[src/rtl/life_key_ctrl.sv]
// Button front end for the life board: synchronise and debounce five buttons,
// move the wrapping edit cursor, and time cell flips to the ring alignment.

module life_key_deb #(
  parameter int DEB_CYCLES = 50000,
  parameter int DEB_W      = 16
) (
  input  logic clk,
  input  logic reset,
  input  logic raw,
  output logic ev
);
  logic [1:0]       sync;
  logic             state;
  logic [DEB_W-1:0] cnt;

  always_ff @(posedge clk or negedge reset) begin
    if (!reset) begin
      sync  <= '0;
      state <= 1'b0;
      cnt   <= '0;
      ev    <= 1'b0;
    end else begin
      sync <= {sync[0], raw};
      ev   <= 1'b0;
      if (sync[1] == state) begin
        cnt <= '0;
      end else if (cnt == DEB_W'(DEB_CYCLES - 1)) begin
        state <= sync[1];
        cnt   <= '0;
        // only presses raise an event; releases update state silently
        ev    <= sync[1];
      end else begin
        cnt <= cnt + 1'b1;
      end
    end
  end
endmodule

module life_key_ctrl #(
  parameter int X          = 8,
  parameter int Y          = 8,
  parameter int LOG2X      = 3,
  parameter int LOG2Y      = 3,
  parameter int DEB_CYCLES = 50000,
  parameter int DEB_W      = 16
) (
  input  logic             clk,
  input  logic             reset,
  input  logic             btn_up,
  input  logic             btn_down,
  input  logic             btn_left,
  input  logic             btn_right,
  input  logic             btn_flip,
  input  logic             ring_phase_pre,
  output logic [2:0]       keys,
  output logic [LOG2X-1:0] cursor_x,
  output logic [LOG2Y-1:0] cursor_y,
  output logic             busy
);
  localparam int NBTN = 5;
  localparam logic [LOG2X-1:0] X_MAX = LOG2X'(X - 1);
  localparam logic [LOG2Y-1:0] Y_MAX = LOG2Y'(Y - 1);

  typedef enum logic [2:0] {
    KEY_NONE  = 3'd0,
    KEY_UP    = 3'd1,
    KEY_DOWN  = 3'd2,
    KEY_LEFT  = 3'd3,
    KEY_RIGHT = 3'd4,
    KEY_FLIP  = 3'd5
  } key_t;

  typedef enum logic {IDLE, WAIT_ALIGN} state_t;

  // bit order doubles as priority order: lowest index wins
  logic [NBTN-1:0] raw;
  logic [NBTN-1:0] ev;
  assign raw = {btn_right, btn_left, btn_down, btn_up, btn_flip};

  genvar g;
  generate
    for (g = 0; g < NBTN; g++) begin : g_deb
      life_key_deb #(.DEB_CYCLES(DEB_CYCLES), .DEB_W(DEB_W)) u_deb (
        .clk  (clk),
        .reset(reset),
        .raw  (raw[g]),
        .ev   (ev[g])
      );
    end
  endgenerate

  state_t state;

  always_ff @(posedge clk or negedge reset) begin
    if (!reset) begin
      state    <= IDLE;
      keys     <= KEY_NONE;
      cursor_x <= '0;
      cursor_y <= '0;
      busy     <= 1'b0;
    end else begin
      keys <= KEY_NONE;
      case (state)
        IDLE: begin
          if (ev[0]) begin
            state <= WAIT_ALIGN;
            busy  <= 1'b1;
          end else if (ev[1]) begin
            keys     <= KEY_UP;
            cursor_y <= (cursor_y == '0) ? Y_MAX : cursor_y - 1'b1;
          end else if (ev[2]) begin
            keys     <= KEY_DOWN;
            cursor_y <= (cursor_y == Y_MAX) ? '0 : cursor_y + 1'b1;
          end else if (ev[3]) begin
            keys     <= KEY_LEFT;
            cursor_x <= (cursor_x == '0) ? X_MAX : cursor_x - 1'b1;
          end else if (ev[4]) begin
            keys     <= KEY_RIGHT;
            cursor_x <= (cursor_x == X_MAX) ? '0 : cursor_x + 1'b1;
          end
        end
        WAIT_ALIGN: begin
          // cursor is frozen here so the flip hits the cell chosen at press time
          if (ring_phase_pre) begin
            keys  <= KEY_FLIP;
            busy  <= 1'b0;
            state <= IDLE;
          end
        end
        default: state <= IDLE;
      endcase
    end
  end
endmodule

[config.mk]
export PLATFORM = sky130hd
export DESIGN_NAME = life_key_ctrl
export DESIGN_NICKNAME = d
export VERILOG_FILES = /design/src/rtl/life_key_ctrl.sv
export SDC_FILE = /design/constraint.sdc
export NUM_CORES = 1
export LEC_CHECK = 0
export ABC_AREA = 1
export BUFFER_PORTS_ARGS = -buffer_cell sky130_fd_sc_hd__buf_2
export CAP_MARGIN = 10
export CORE_UTILIZATION = 40
export DETAILED_ROUTE_END_ITERATION = 8
export GPL_ROUTABILITY_DRIVEN = 0
export HOLD_SLACK_MARGIN = 0.15
export SLEW_MARGIN = 20
export SYNTH_ARGS = -nofsm -noshare
export SYNTH_HDL_FRONTEND = slang
export SYNTH_SLANG_ARGS = --single-unit
export TNS_END_PERCENT = 20
[constraint.sdc]
create_clock -name clk -period 1.4 [get_ports clk]
set_input_delay 0 -clock clk [delete_from_list [all_inputs] [get_ports clk]]
set_output_delay 0 -clock clk [all_outputs]
set_load 0.005 [all_outputs]
======== Word level (Yosys, flattened, before mapping) ========
Index checks and enable logic that the tools add are counted.
operators by class
  eq/ne operators ......................... 14
  multiplexer cells ....................... 41
  bitwise gates (word level) .............. 9
  $add $sub $neg .......................... 9
  reduce and logical (&&, ||, !) cells .... 12
operators with widths
  kind                                               count
  2-to-1 mux 16 bit                                  10
  adder 16 x 1 -> 16 bit (second input constant)     5
  == test 16 bit (second input constant)             5
  2-to-1 mux 3 bit                                   14
  2-to-1 mux 1 bit                                   14
  AND reduction 2 bit                                6
  inverter 1 bit                                     9
  adder 3 x 1 -> 3 bit (second input constant)       2
  == test 3 bit (second input constant)              2
  logical NOT 3 bit                                  2
  case mux 3 bit (2 select lines)                    1
  subtractor 3 x 1 -> 3 bit (second input constant)  2
  == test 1 bit                                      5
  AND reduction 5 bit                                1
  case mux 1 bit (2 select lines)                    2
  nonzero test 2 bit                                 2
  AND reduction 3 bit                                1
  != test 2 x 1 -> 1 bit (second input constant)     1
  != test 2 bit (second input constant)              1
word-level totals
  flip-flop bits (word level) ............. 111
  output and inout port bits .............. 10
  input bits .............................. 8
  logic and storage cells ................. 110

======== Logic depth before layout (Yosys ltp) ========
Gate-level depths: netlist of the first run.
  depth after elaboration ................. 6
  mapped depth ............................ 8
  mapped depth without buffers ............ 8

======== Modules after synthesis ========
A second synthesis of the first run with hierarchy kept.
second synthesis, totals
  cells, all modules ...................... 714
  area total of the unflattened synthesis .. 5947.0 um^2
modules (own cells, without submodules)
  module         instances  sequential area each (um^2)  cells each  area an instance (um^2)
  life_key_deb   5          500.5                        124         1049.8
  life_key_ctrl  1          275.3                        94          698.2

======== Worst setup path after synthesis of the first run ========
Ideal clock, no wire load.
  path kind ............................... register to register
  start point ............................. reg g_deb[1].u_deb.cnt[0]
  end point ............................... reg g_deb[1].u_deb.cnt[8]
  clock period less this slack ............ 1.299 ns
  path buffers ............................ 0
  setup time .............................. 0.123 ns
  setup slack ............................. 0.101 ns
  data required time ...................... 1.277 ns
  cell stages (with the launch flop) ...... 7
  data arrival time ....................... 1.176 ns
  cells stage by stage .................... dfrtp_1 -> ha_1 -> nand3_2 -> nor2_1 -> nand2_1 -> nand2_1 -> nor2_1
on the way
  word-level cells in the longest chain between the ends .. 3
  elaborated cells on any way between the ends .. 4
  classes of those cells .................. add/sub: 1; eq/ne: 1; mux: 2
ends and longest elaborated chain
  what                                                      line    RTL
  from (decl)                                               15      logic [DEB_W-1:0] cnt;
  from (signal assigned)                                    34      cnt <= cnt + 1'b1;
  adder 16 x 1 -> 16 bit or == test 16 bit (tied branches)  34, 28
  2-to-1 mux 16 bit *                                       28      end else if (cnt == DEB_W'(DEB_CYCLES - 1)) begin
  2-to-1 mux 16 bit *                                       26      if (sync[1] == state) begin
Every way passes the cells marked *; elsewhere a longest branch is shown, timed or not.
A chain may end at the register's enable or synchronous reset.

======== Worst setup path in the final report of the first run ========
  start point ............................. reg g_deb[3].u_deb.cnt[0]
  end point ............................... reg g_deb[3].u_deb.cnt[12]
on the way
  word-level cells in the longest chain between the ends .. 3
  elaborated cells on any way between the ends .. 4
  classes of those cells .................. add/sub: 1; eq/ne: 1; mux: 2
ends and longest elaborated chain
  what                                                      line
  from (decl)                                               15
  from (signal assigned)                                    34
  adder 16 x 1 -> 16 bit or == test 16 bit (tied branches)  34, 28
  2-to-1 mux 16 bit *                                       28
  2-to-1 mux 16 bit *                                       26
Marks and branches as above.

==> results.md, run 1 <==
* Run status: completed
* Die extent in x at between 100 and 150 um
* Number of cells on the worst reg-to-reg path at 7
* CTS tree: done
* Clock tree skew after final layout at about 0.0065 ns
* Number of vias per cell after detailed routing at between 4 and 5
* Slew of the pin with the lowest slew margin at ~0.37 ns
* Boundary pin count at 18
* Area delta synth->final at 18.2%
* Unrepaired setup endpoints after global routing: true
* Startpoint of the most critical hold path: btn_left
* Final setup slack of the worst path at just over 0.07 ns
* Worst setup slack after placement at 0.00597 ns
* Post-layout min period at 1.33 ns
* Pre-Repair DR Iteration Count at 5
* Routed Antenna Nets at 0
* Post-Syn Nets at ~770
* Count of pins over their slew limit at 0
* Diodes inserted at 0
* Sw power at approximately 1400 uW
* Fraction of layout cells with a size suffix above 1 at 0.143
* Per-cell routed wire length at around 12 um
* Kind of path behind the tightest hold check: in2reg
* Most area-consuming cells after synthesis: sky130_fd_sc_hd__dfrtp_1 48%, sky130_fd_sc_hd__nor2_1 11%, sky130_fd_sc_hd__nand2_1 9.8%, sky130_fd_sc_hd__inv_1 6.5%, sky130_fd_sc_hd__nand3_1 4.9%
* Pwr/cell area at about 900 nW/um2
* Grt ovf at 0
* Portion of the clock cycle consumed by the worst path in the final layout at 0.950
* Number of antenna violations at the first check in global routing at 0
* Number of remaining DRC errors at 0
* Post-detail-place hpwl at 9050 um
* Clock slew at the register clock pins of the worst setup and hold paths at 0.07 ns
* Fraction of post-synthesis cell area in the top cell type by area at 0.477
* Number of clock buffers inserted by TritonCTS at 9
* Critical path class: reg2reg
* Maximum number of pins on one net before global-route repair at 51
* Buffers added on ports at 17
* Post-synthesis sequential element count at ~110
* Leakage Power at roughly 0.0033 uW
* RR Endpoint: g_deb[3].u_deb.cnt[12]
* Proportion of power drawn by combinational gates at 0.049
* Area leader, netlist: sky130_fd_sc_hd__dfrtp_1
* Cell Area, Synth at 5820 um2
* Design internal power at 4790 uW
* Warning count from the yosys run at 0
* Hold path cells at 2
* Highest achievable clock rate at around 0.75 GHz
* Number of synthesized flops with an enable pin at 0
* TritonCTS Sinks at between 100 and 150
* Cells after Synth at between 700 and 800
* Die height at around 120 um
* Switching fraction of total power at 0.228
* Core footprint at between 10000 and 15000 um2
* Prevailing post-synth register cell: sky130_fd_sc_hd__dfrtp_1
* Row count at 43
* Synth Area per Inst at roughly 7.8 um2
* Maximum count of clock buffers along a single path at 2
* Hold Violations, Final at 0
* Crit. End Element: register
* Root Buffer: sky130_fd_sc_hd__clkbuf_16
* Starting density of the core at 0.415
* Worst IR drop on VDD at ~0.56 mV
* Setup violators final at 0
* Clk Latency, worst-skew pair at approximately 0.36 ns
* Vias in the first global route at a little under 5k
* Overall global routing resource usage at 0.183
* Clock network fraction of total power at 0.417
* Worst setup SP type: register
* Sequential area share after synthesis at 0.477
* Worst slew margin relative to its limit at 0.750
* Most frequent cell after synthesis: sky130_fd_sc_hd__nor2_1
* NumNets Final at 830
* Worst EP arrival at about 1.6 ns
* Setup_tns at 0 ns
* Number of DRC markers in iteration 0 at 430
* Worst reg2reg startpoint: g_deb[3].u_deb.cnt[0]
* DIE AREA at about 15000 um2
* Sequential fraction of design power at 0.533
* Setup slack on the worst flop-to-flop path at between 0.07 and 0.08 ns
* Max FO, Critical Path at 3
* First-pass GRT wire length at about 22000 um
* Vias at between 4k and 5k
* Top cells by instance count after synthesis: 175 x sky130_fd_sc_hd__nor2_1, 152 x sky130_fd_sc_hd__nand2_1, 111 x sky130_fd_sc_hd__dfrtp_1
* Worst Hold Endpoint: g_deb[3].u_deb.sync[0]
* Worst path required time at approximately 1.6 ns
* Max-capacitance violation count at 0
* Detailed Route WL at 12300 um
* Count of cell types in the netlist at 28
* FFs w/ async S/R, synth at 1.00
* Depth of the CTS H-tree at 3
* Fin util at 0.490
-- metal layers --
layer | GRT usage | share of wire
met5 | 0 | 0
met2 | 0.304 | 0.49
met4 | 0.0534 | 0.012
met3 | 0.0455 | 0.039
met1 | 0.235 | 0.46
-- critical path: stages, from the launching register on --
cell and delay (ns):
sky130_fd_sc_hd__dfrtp_1 0.39, sky130_fd_sc_hd__ha_2 0.20, sky130_fd_sc_hd__buf_4 0.12, sky130_fd_sc_hd__nand2_2 0.07
sky130_fd_sc_hd__nor2_4 0.13, sky130_fd_sc_hd__nand3_2 0.09, sky130_fd_sc_hd__xor2_1 0.16, sky130_fd_sc_hd__nor2_1 0.06
-- flip-flops by register name (all words and copies together) (netlist names) --
| register | flops |
|---|---|
| state | 1 |
| cursor_x | 3 |
| g_deb.u_deb.cnt | 80 |
| cursor_y | 3 |
| g_deb.u_deb.state | 5 |
| g_deb.u_deb.sync | 10 |
| g_deb.u_deb.ev | 5 |
| keys | 3 |
| busy | 1 |
-- worst max-delay path by stage --
stage / from / to / slack [ns]
global placement: g_deb[2].u_deb.cnt[0] / g_deb[2].u_deb.cnt[8] / 0.06
finish: g_deb[3].u_deb.cnt[0] / g_deb[3].u_deb.cnt[12] / 0.07
CTS: g_deb[4].u_deb.cnt[1] / g_deb[4].u_deb.cnt[4] / 0.007
detailed placement: g_deb[3].u_deb.cnt[0] / g_deb[3].u_deb.cnt[8] / 0.006
floorplan: g_deb[1].u_deb.cnt[0] / g_deb[1].u_deb.cnt[8] / 0.10
global route: g_deb[1].u_deb.cnt[1] / g_deb[1].u_deb.cnt[12] / -0.05
-- power by group through the flow --
stage | Sequential, uW | Combinational (uW) | Clock [uW]
5_1_grt | 3320 | 360 | 2820
6_report | 3310 | 307 | 2590
3_3_place_gp | 3370 | 273 | 0
3_5_place_dp | 3370 | 282 | 0
2_1_floorplan | 3370 | 125 | 0
4_1_cts | 3310 | 304 | 2690
-- final cells by class --
class	instances	area, um2
fill	1332	7160
multi-input combinational	534	2800
sequential	111	2780
timing repair buffer	51	388
inverter	102	383
clock buffer	13	280
tap	180	225
clock inverter	3	25.0
-- per-stage QoR --
step | instance area, um2 | power, uW | std cells | hold WS, ns
after global routing | 6880 | 6500 | 994 | 0.266
after detailed placement | 6340 | 3650 | 968 | -0.0491
after CTS | 6730 | 6300 | 992 | 0.266
after global placement | 6340 | 3640 | 968 | -0.0557
final | 6880 | 6210 | 994 | 0.284
after floorplan | 5820 | 3490 | 747 | -0.296
-- repair_timing --
| item | CTS | global route |
|---|---|---|
| pin swaps | 0 | 7 |
| resized for setup | 2 | 39 |
| hold endpoints to repair | 120 | 0 |
| hold buffers | 8 | 0 |
| endpoints found under the setup margin | 7 | 64 |
| setup buffers | 0 | 2 |
-- cells by family (layout without fill, tap and decap cells) --
| kind of cell | Yosys count | count (layout) | synth area share |
|---|---|---|---|
| AO/OA/AOI/OAI | 40 | 40 | 0.0393 |
| XOR/XNOR | 40 | 40 | 0.0653 |
| adder cells (fa/ha/maj) | 13 | 13 | 0.0279 |
| buffers and inverters | 102 | 169 | 0.0657 |
| flip-flops | 111 | 111 | 0.477 |
| AND/OR/NAND/NOR | 441 | 441 | 0.325 |
-- layout by cell type, fill, tap and decap left out, types with 15 or more instances in the layout --
cell	instances
sky130_fd_sc_hd__buf_4	25
sky130_fd_sc_hd__o21ai_0	15
sky130_fd_sc_hd__xnor2_1	16
sky130_fd_sc_hd__nand3_1	54
sky130_fd_sc_hd__nor2_1	165
sky130_fd_sc_hd__xor2_1	20
sky130_fd_sc_hd__nor3_1	19
sky130_fd_sc_hd__nand2_1	145
sky130_fd_sc_hd__inv_1	101
sky130_fd_sc_hd__buf_2	16
sky130_fd_sc_hd__nand4_1	16
sky130_fd_sc_hd__dfrtp_1	106
Power figures use the tool's default switching activity.
==> run 2: changes to the inputs <==
--- a/config.mk
+++ b/config.mk
@@ -13,3 +13,5 @@
 export GPL_ROUTABILITY_DRIVEN = 0
+export GPL_TIMING_DRIVEN = 0
 export HOLD_SLACK_MARGIN = 0.15
+export PLACE_DENSITY = 0.68
 export SLEW_MARGIN = 20
==> constraint.sdc (replaced) <==
create_clock -name clk -period 1.4 [get_ports clk]
set_input_delay 0.07 -clock clk [delete_from_list [all_inputs] [get_ports clk]]
set_output_delay 0.07 -clock clk [all_outputs]
set_load 0.005 [all_outputs]
==> results.md, run 2 (synthesized netlist as in run 1, its figures left out) <==
* Setup violators final at 0 (unchanged)
* Diodes inserted at 0 (unchanged)
* Max FO, Critical Path at 7 (+4)
* Bufs and invs on worst path at 0 (-1)
* Overall global routing resource usage at 0.163 (-0.0199)
* Number of DRC markers in iteration 0 at 283 (-34%)
* Detailed Route WL at 11100 um (-9.5%)
* Leakage Power at 0.00314 uW (-3.7%)
* Hold Violations, Final at 0 (unchanged)
* Number of remaining DRC errors at 0 (unchanged)
* Boundary pin count at 18 (unchanged)
* Critical path class: reg2reg
* Slew of the pin with the lowest slew margin at 0.383 ns (+0.00857 ns)
* Area of the multi-input gates at 2860 um2 (+2.1%)
* Slowest cell on crit path: sky130_fd_sc_hd__dfrtp_1
* Starting density of the core at 0.415 (unchanged)
* Largest registers ranked by flip-flop count: g_deb.u_deb.cnt: 80 flops, g_deb.u_deb.sync: 10 flops
* Maximum count of clock buffers along a single path at 2 (unchanged)
* Number of clock buffers inserted by TritonCTS at 9 (unchanged)
* Clock slew at the register clock pins of the worst setup and hold paths at 0.07 ns (about the same)
* Worst path required time at 1.64 ns (about the same)
* DIE AREA at 15000 um2 (unchanged)
* Per-cell routed wire length at 11.5 um (-7.4%)
* Root Buffer: sky130_fd_sc_hd__clkbuf_16
* Worst EP arrival at 1.56 ns (about the same)
* Most common cell after layout, fill and taps aside: sky130_fd_sc_hd__nor2_1
* Worst IR drop on VDD at 0.644 mV (+16%)
* Pre-Repair DR Iteration Count at 5 (unchanged)
* Fin util at 0.480 (-0.00971)
* Row count at 43 (unchanged)
* Routed Antenna Nets at 0 (unchanged)
* Post-layout min period at 1.31 ns (-0.0151 ns)
* Clock tree skew after final layout at 0.00764 ns (+0.00116 ns)
* Buffers added on ports at 17 (unchanged)
* Number of vias per cell after detailed routing at 4.74 (-3.4%)
* Vias at 4604 (-5.6%)
* Core footprint at 14000 um2 (unchanged)
* Depth of the CTS H-tree at 3 (unchanged)
* Category of cells accounting for the largest share of critical-path delay: simple AND/OR/NAND/NOR gates
* Clk Latency, worst-skew pair at 0.35 ns (about the same)
* Pwr/cell area at 898 nW/um2 (-0.51%)
* CTS tree: done
* Max-capacitance violation count at 0 (unchanged)
* Kind of path behind the tightest hold check: in2async
* Setup_tns at 0 ns (unchanged)
* Grt ovf at 0 (unchanged)
* Chain of cells forming the critical path: ha_4 > nand3_4 > nor2_1 > nand2_2 > nand2_4 > nor2_1
* TritonCTS Sinks at 111 (unchanged)
* Number of antenna violations at the first check in global routing at 0 (unchanged)
* Vias in the first global route at 4290 (-12%)
* Most prevalent standard cell on the critical path: sky130_fd_sc_hd__nor2_1
* Crit. End Element: register
* Register containing the most flip-flops in the final layout: g_deb.u_deb.cnt
* Unrepaired setup endpoints after global routing: true
* Worst slew margin relative to its limit at 0.745 (-0.00572)
* NumNets Final at 807 (-2.8%)
* Fraction of layout cells with a size suffix above 1 at 0.123 (-0.0199)
* Area delta synth->final at 15.9%
* Die height at 123 um (unchanged)
* Die extent in x at 123 um (unchanged)
* Post-detail-place hpwl at 8020 um (-11%)
* Final-layout fill cell count at 1355 (+1.7%)
* First-pass GRT wire length at 19400 um (-11%)
* Count of pins over their slew limit at 0 (unchanged)
* Portion of the clock cycle consumed by the worst path in the final layout at 0.939 (-0.0108)
* Reg area at 2790 um2 (about the same)
* Run status: completed
* Highest achievable clock rate at 0.761 GHz (+1.1%)
* Longest individual stage delay on the worst path at 0.43 ns (+0.04 ns)
* Maximum number of pins on one net before global-route repair at 79 (+55%)
* Largest register FFs at 80 (unchanged)
* Worst setup SP type: register
* Commonest cells after routing, fill and taps aside: 166 x sky130_fd_sc_hd__nor2_1, 146 x sky130_fd_sc_hd__nand2_1, 104 x sky130_fd_sc_hd__dfrtp_1
-- run 2: changes by cell type in the layout (fill, tap and decap cells not counted), sizes merged --
cell / before / now
buf: 43 / 21
clkbuf: 13 / 10
clkinv: 2 / 5
clkinvlp: 1 / 0
dlygate4sd3: 8 / 7
inv: 102 / 103
-- run 2: repair_timing --
action,in CTS,in global routing
resized for setup,12,37
hold endpoints to repair,120,0
hold buffers,7,0
setup endpoints to repair,38,67
pin swaps,2,3
buffers inserted,1,2
-- run 2: metal layers --
metal / up-vias / track usage / share of wire
met3: 8 / 0.0469 / 0.030
met2: 48 / 0.258 / 0.47
met4: 0 / 0.0396 / 0.0077
li1: 2420 / - / -
met1: 2128 / 0.219 / 0.50
met5: - / 0 / 0
-- run 2: path summary, 6_finish.rpt --
kind                                           to  cells past startpoint  slack, ns                   start
max                         g_deb[2].u_deb.cnt[4]                      6       0.09   g_deb[2].u_deb.cnt[0]
min                        g_deb[3].u_deb.sync[0]                      2       0.17                   reset
max reg2reg                 g_deb[2].u_deb.cnt[4]                      6       0.09   g_deb[2].u_deb.cnt[0]
min reg2reg                g_deb[4].u_deb.sync[1]                      0       0.35  g_deb[4].u_deb.sync[0]
max in group asynchronous   g_deb[1].u_deb.cnt[3]                      3       0.53                   reset
min in group clk           g_deb[4].u_deb.sync[1]                      0       0.35  g_deb[4].u_deb.sync[0]
-- run 2: layout make-up --
cell class,count,area share
Multi-Input combinational cell,534,0.423
Sequential cell,111,0.413
Inverter,102,0.0568
Clock buffer,10,0.0354
Tap cell,180,0.0334
Timing Repair Buffer,28,0.0313
Clock inverter,6,0.00668
-- run 2: metrics by stage --
stage	worst slack, ns	cell area [um2]	cells	power [uW]	hold WS, ns
CTS	-0.0257	6570	969	6140	0.173
finish	0.0855	6750	971	6060	0.175
global route	-0.0431	6750	971	6330	0.188
floorplan	0.101	5820	747	3490	-0.226
detailed placement	-0.186	6170	945	3620	-0.0204
global placement	-1.04	6130	944	3600	0.179
-- run 2: power by group --
part	total (uW)	internal, uW	switching (uW)
logic	286	110	176
clock network	2450	1270	1180
registers	3320	3260	61.0
==> run 3: changes to the inputs <==
Settings changed: GPL_TIMING_DRIVEN 0 to default.
==> results.md, run 3 (synthesized netlist as in run 1, its figures left out) <==
* Run status: completed
* Worst slew margin relative to its limit at 0.744 (-0.000950)
* Clock slew at the register clock pins of the worst setup and hold paths at 0.07 ns (about the same)
* DIE AREA at 15000 um2 (unchanged)
* Worst IR drop on VDD at 0.568 mV (-12%)
* Detailed Route WL at 11600 um (+4.1%)
* Proportion of power drawn by combinational gates at 0.052 (+0.005)
* Hold Violations, Final at 0 (unchanged)
* Number of antenna violations at the first check in global routing at 0 (unchanged)
* Per-cell routed wire length at 11.6 um (+1.3%)
* Grt ovf at 0 (unchanged)
* Starting density of the core at 0.415 (unchanged)
* Area after DPL at 6380 um2 (+3.5%)
* Clock network fraction of total power at 0.402 (-0.002)
* NumNets Final at 834 (+3.3%)
* Sequential fraction of design power at 0.546 (-0.003)
* Unrepaired setup endpoints after global routing: true
* Commonest cells after routing, fill and taps aside: 168 x sky130_fd_sc_hd__nor2_1, 146 x sky130_fd_sc_hd__nand2_1, 108 x sky130_fd_sc_hd__dfrtp_1
* TritonCTS Sinks at 111 (unchanged)
* Post-detail-place hpwl at 8570 um (+6.9%)
* Design internal power at 4660 uW (+0.42%)
* Register containing the most flip-flops in the final layout: g_deb.u_deb.cnt
* Portion of the clock cycle consumed by the worst path in the final layout at 0.970 (+0.0306)
* Routed Antenna Nets at 0 (unchanged)
* Core footprint at 14000 um2 (unchanged)
* Largest registers ranked by flip-flop count: g_deb.u_deb.cnt: 80 flops, g_deb.u_deb.sync: 10 flops
* Overall global routing resource usage at 0.170 (+0.00663)
* Setup violators final at 0 (unchanged)
* Leakage Power at 0.00331 uW (+5.6%)
* Max FO, Critical Path at 4 (-3)
* Fraction of layout cells with a size suffix above 1 at 0.139 (+0.0167)
* First-pass GRT wire length at 20200 um (+4.1%)
* Depth of the CTS H-tree at 3 (unchanged)
* Kind of path behind the tightest hold check: in2async
* Pwr/cell area at 879 nW/um2 (-2.1%)
* Worst path required time at 1.64 ns (about the same)
* Worst setup SP type: register
* Maximum count of clock buffers along a single path at 2 (unchanged)
* Clock tree skew after final layout at 0.00865 ns (+0.00102 ns)
* Vias in the first global route at 4363 (+1.7%)
* Maximum number of pins on one net before global-route repair at 33 (-58%)
* Crit. End Element: register
* Switching fraction of total power at 0.232 (-0.00214)
* Number of DRC markers in iteration 0 at 353 (+25%)
* Count of pins over their slew limit at 0 (unchanged)
* Critical path class: reg2reg
* Boundary pin count at 18 (unchanged)
* Most common cell after layout, fill and taps aside: sky130_fd_sc_hd__nor2_1
* Number of clock buffers inserted by TritonCTS at 9 (unchanged)
* Final-layout fill cell count at 1340 (-1.1%)
* Highest achievable clock rate at 0.737 GHz (-3.2%)
* Post-layout min period at 1.36 ns (+0.0429 ns)
* Die height at 123 um (unchanged)
* Vias at 4686 (+1.8%)
* Worst EP arrival at 1.60 ns (+0.04 ns)
* Root Buffer: sky130_fd_sc_hd__clkbuf_16
* Tightest hold margin at 0.178 ns (+0.00285 ns)
* Buffers added on ports at 17 (unchanged)
* Die extent in x at 123 um (unchanged)
* Clk Latency, worst-skew pair at 0.35 ns (about the same)
* Row count at 43 (unchanged)
* Slew of the pin with the lowest slew margin at 0.385 ns (+0.00142 ns)
* Diodes inserted at 0 (unchanged)
* Max-capacitance violation count at 0 (unchanged)
* Pre-Repair DR Iteration Count at 8 (+3)
* Sw power at 1410 uW (-0.77%)
* Number of vias per cell after detailed routing at 4.70 (-0.97%)
* Area delta synth->final at 18.5%
* Number of remaining DRC errors at 0 (unchanged)
* CTS tree: done
* Post-layout instance area at 6900 um2 (+2.2%)
* Largest register FFs at 80 (unchanged)
-- run 3: cell type report --
| cell class | instances | area [um2] | share of cell area |
|---|---|---|---|
| Clock inverter | 6 | 45.0 | 0.00653 |
| Inverter | 102 | 383 | 0.0555 |
| Sequential cell | 111 | 2780 | 0.403 |
| Tap cell | 180 | 225 | 0.0327 |
| Timing Repair Buffer | 55 | 428 | 0.0620 |
| Clock buffer | 10 | 239 | 0.0346 |
| Multi-Input combinational cell | 534 | 2800 | 0.405 |
-- run 3: worst paths after layout --
check	cells after the start	start	to	slack, ns
worst max-delay path	7	g_deb[3].u_deb.cnt[0]	g_deb[3].u_deb.cnt[8]	0.04
worst min-delay path	2	reset	g_deb[3].u_deb.cnt[9]	0.18
worst max register to register	7	g_deb[3].u_deb.cnt[0]	g_deb[3].u_deb.cnt[8]	0.04
worst min register to register	0	g_deb[0].u_deb.sync[0]	g_deb[0].u_deb.sync[1]	0.34
max in group asynchronous	3	reset	g_deb[2].u_deb.cnt[3]	0.72
min in group clk	0	g_deb[0].u_deb.sync[0]	g_deb[0].u_deb.sync[1]	0.34
-- run 3: what timing repair did --
item,in CTS,in global routing
hold buffers,7,0
pin swaps,0,8
endpoints found under the hold margin,120,0
buffers inserted,0,3
endpoints found under the setup margin,12,58
gates resized for setup,2,34
-- run 3: power by group through the flow --
stage / clock network, uW / registers (uW) / logic [uW]
2_1_floorplan: 0 / 3370 / 125
3_3_place_gp: 0 / 3370 / 286
3_5_place_dp: 0 / 3370 / 288
4_1_cts: 2560 / 3310 / 306
5_1_grt: 2650 / 3320 / 362
6_report: 2440 / 3310 / 314
-- run 3: routing by layer --
metal	GRT usage	share of wire	vias up
met1	0.235	0.49	2136
met4	0.0412	0.0098	0
li1	-	-	2472
met3	0.0432	0.041	7
met5	0	0	-
met2	0.265	0.46	71
-- run 3: per-stage QoR --
step	setup TNS, ns	utilization	setup slack [ns]	power [uW]	instances
after floorplan	0	-	0.101	3490	747
after global placement	0	0.455	0.0396	3650	972
after detailed placement	-0.00364	0.455	-0.00364	3660	972
after CTS	0	0.480	0.00637	6170	995
after global routing	-0.127	0.491	-0.0621	6330	998
final	0	0.491	0.0426	6060	998
-- run 3: worst max-delay path, cell delays in order, from the launching register on --
cell,delay (ns)
sky130_fd_sc_hd__dfrtp_1,0.41
sky130_fd_sc_hd__ha_1,0.22
sky130_fd_sc_hd__buf_4,0.14
sky130_fd_sc_hd__nand2_1,0.07
sky130_fd_sc_hd__nor2_1,0.05
sky130_fd_sc_hd__nand2_1,0.07
sky130_fd_sc_hd__xor2_1,0.22
sky130_fd_sc_hd__nor2_1,0.06
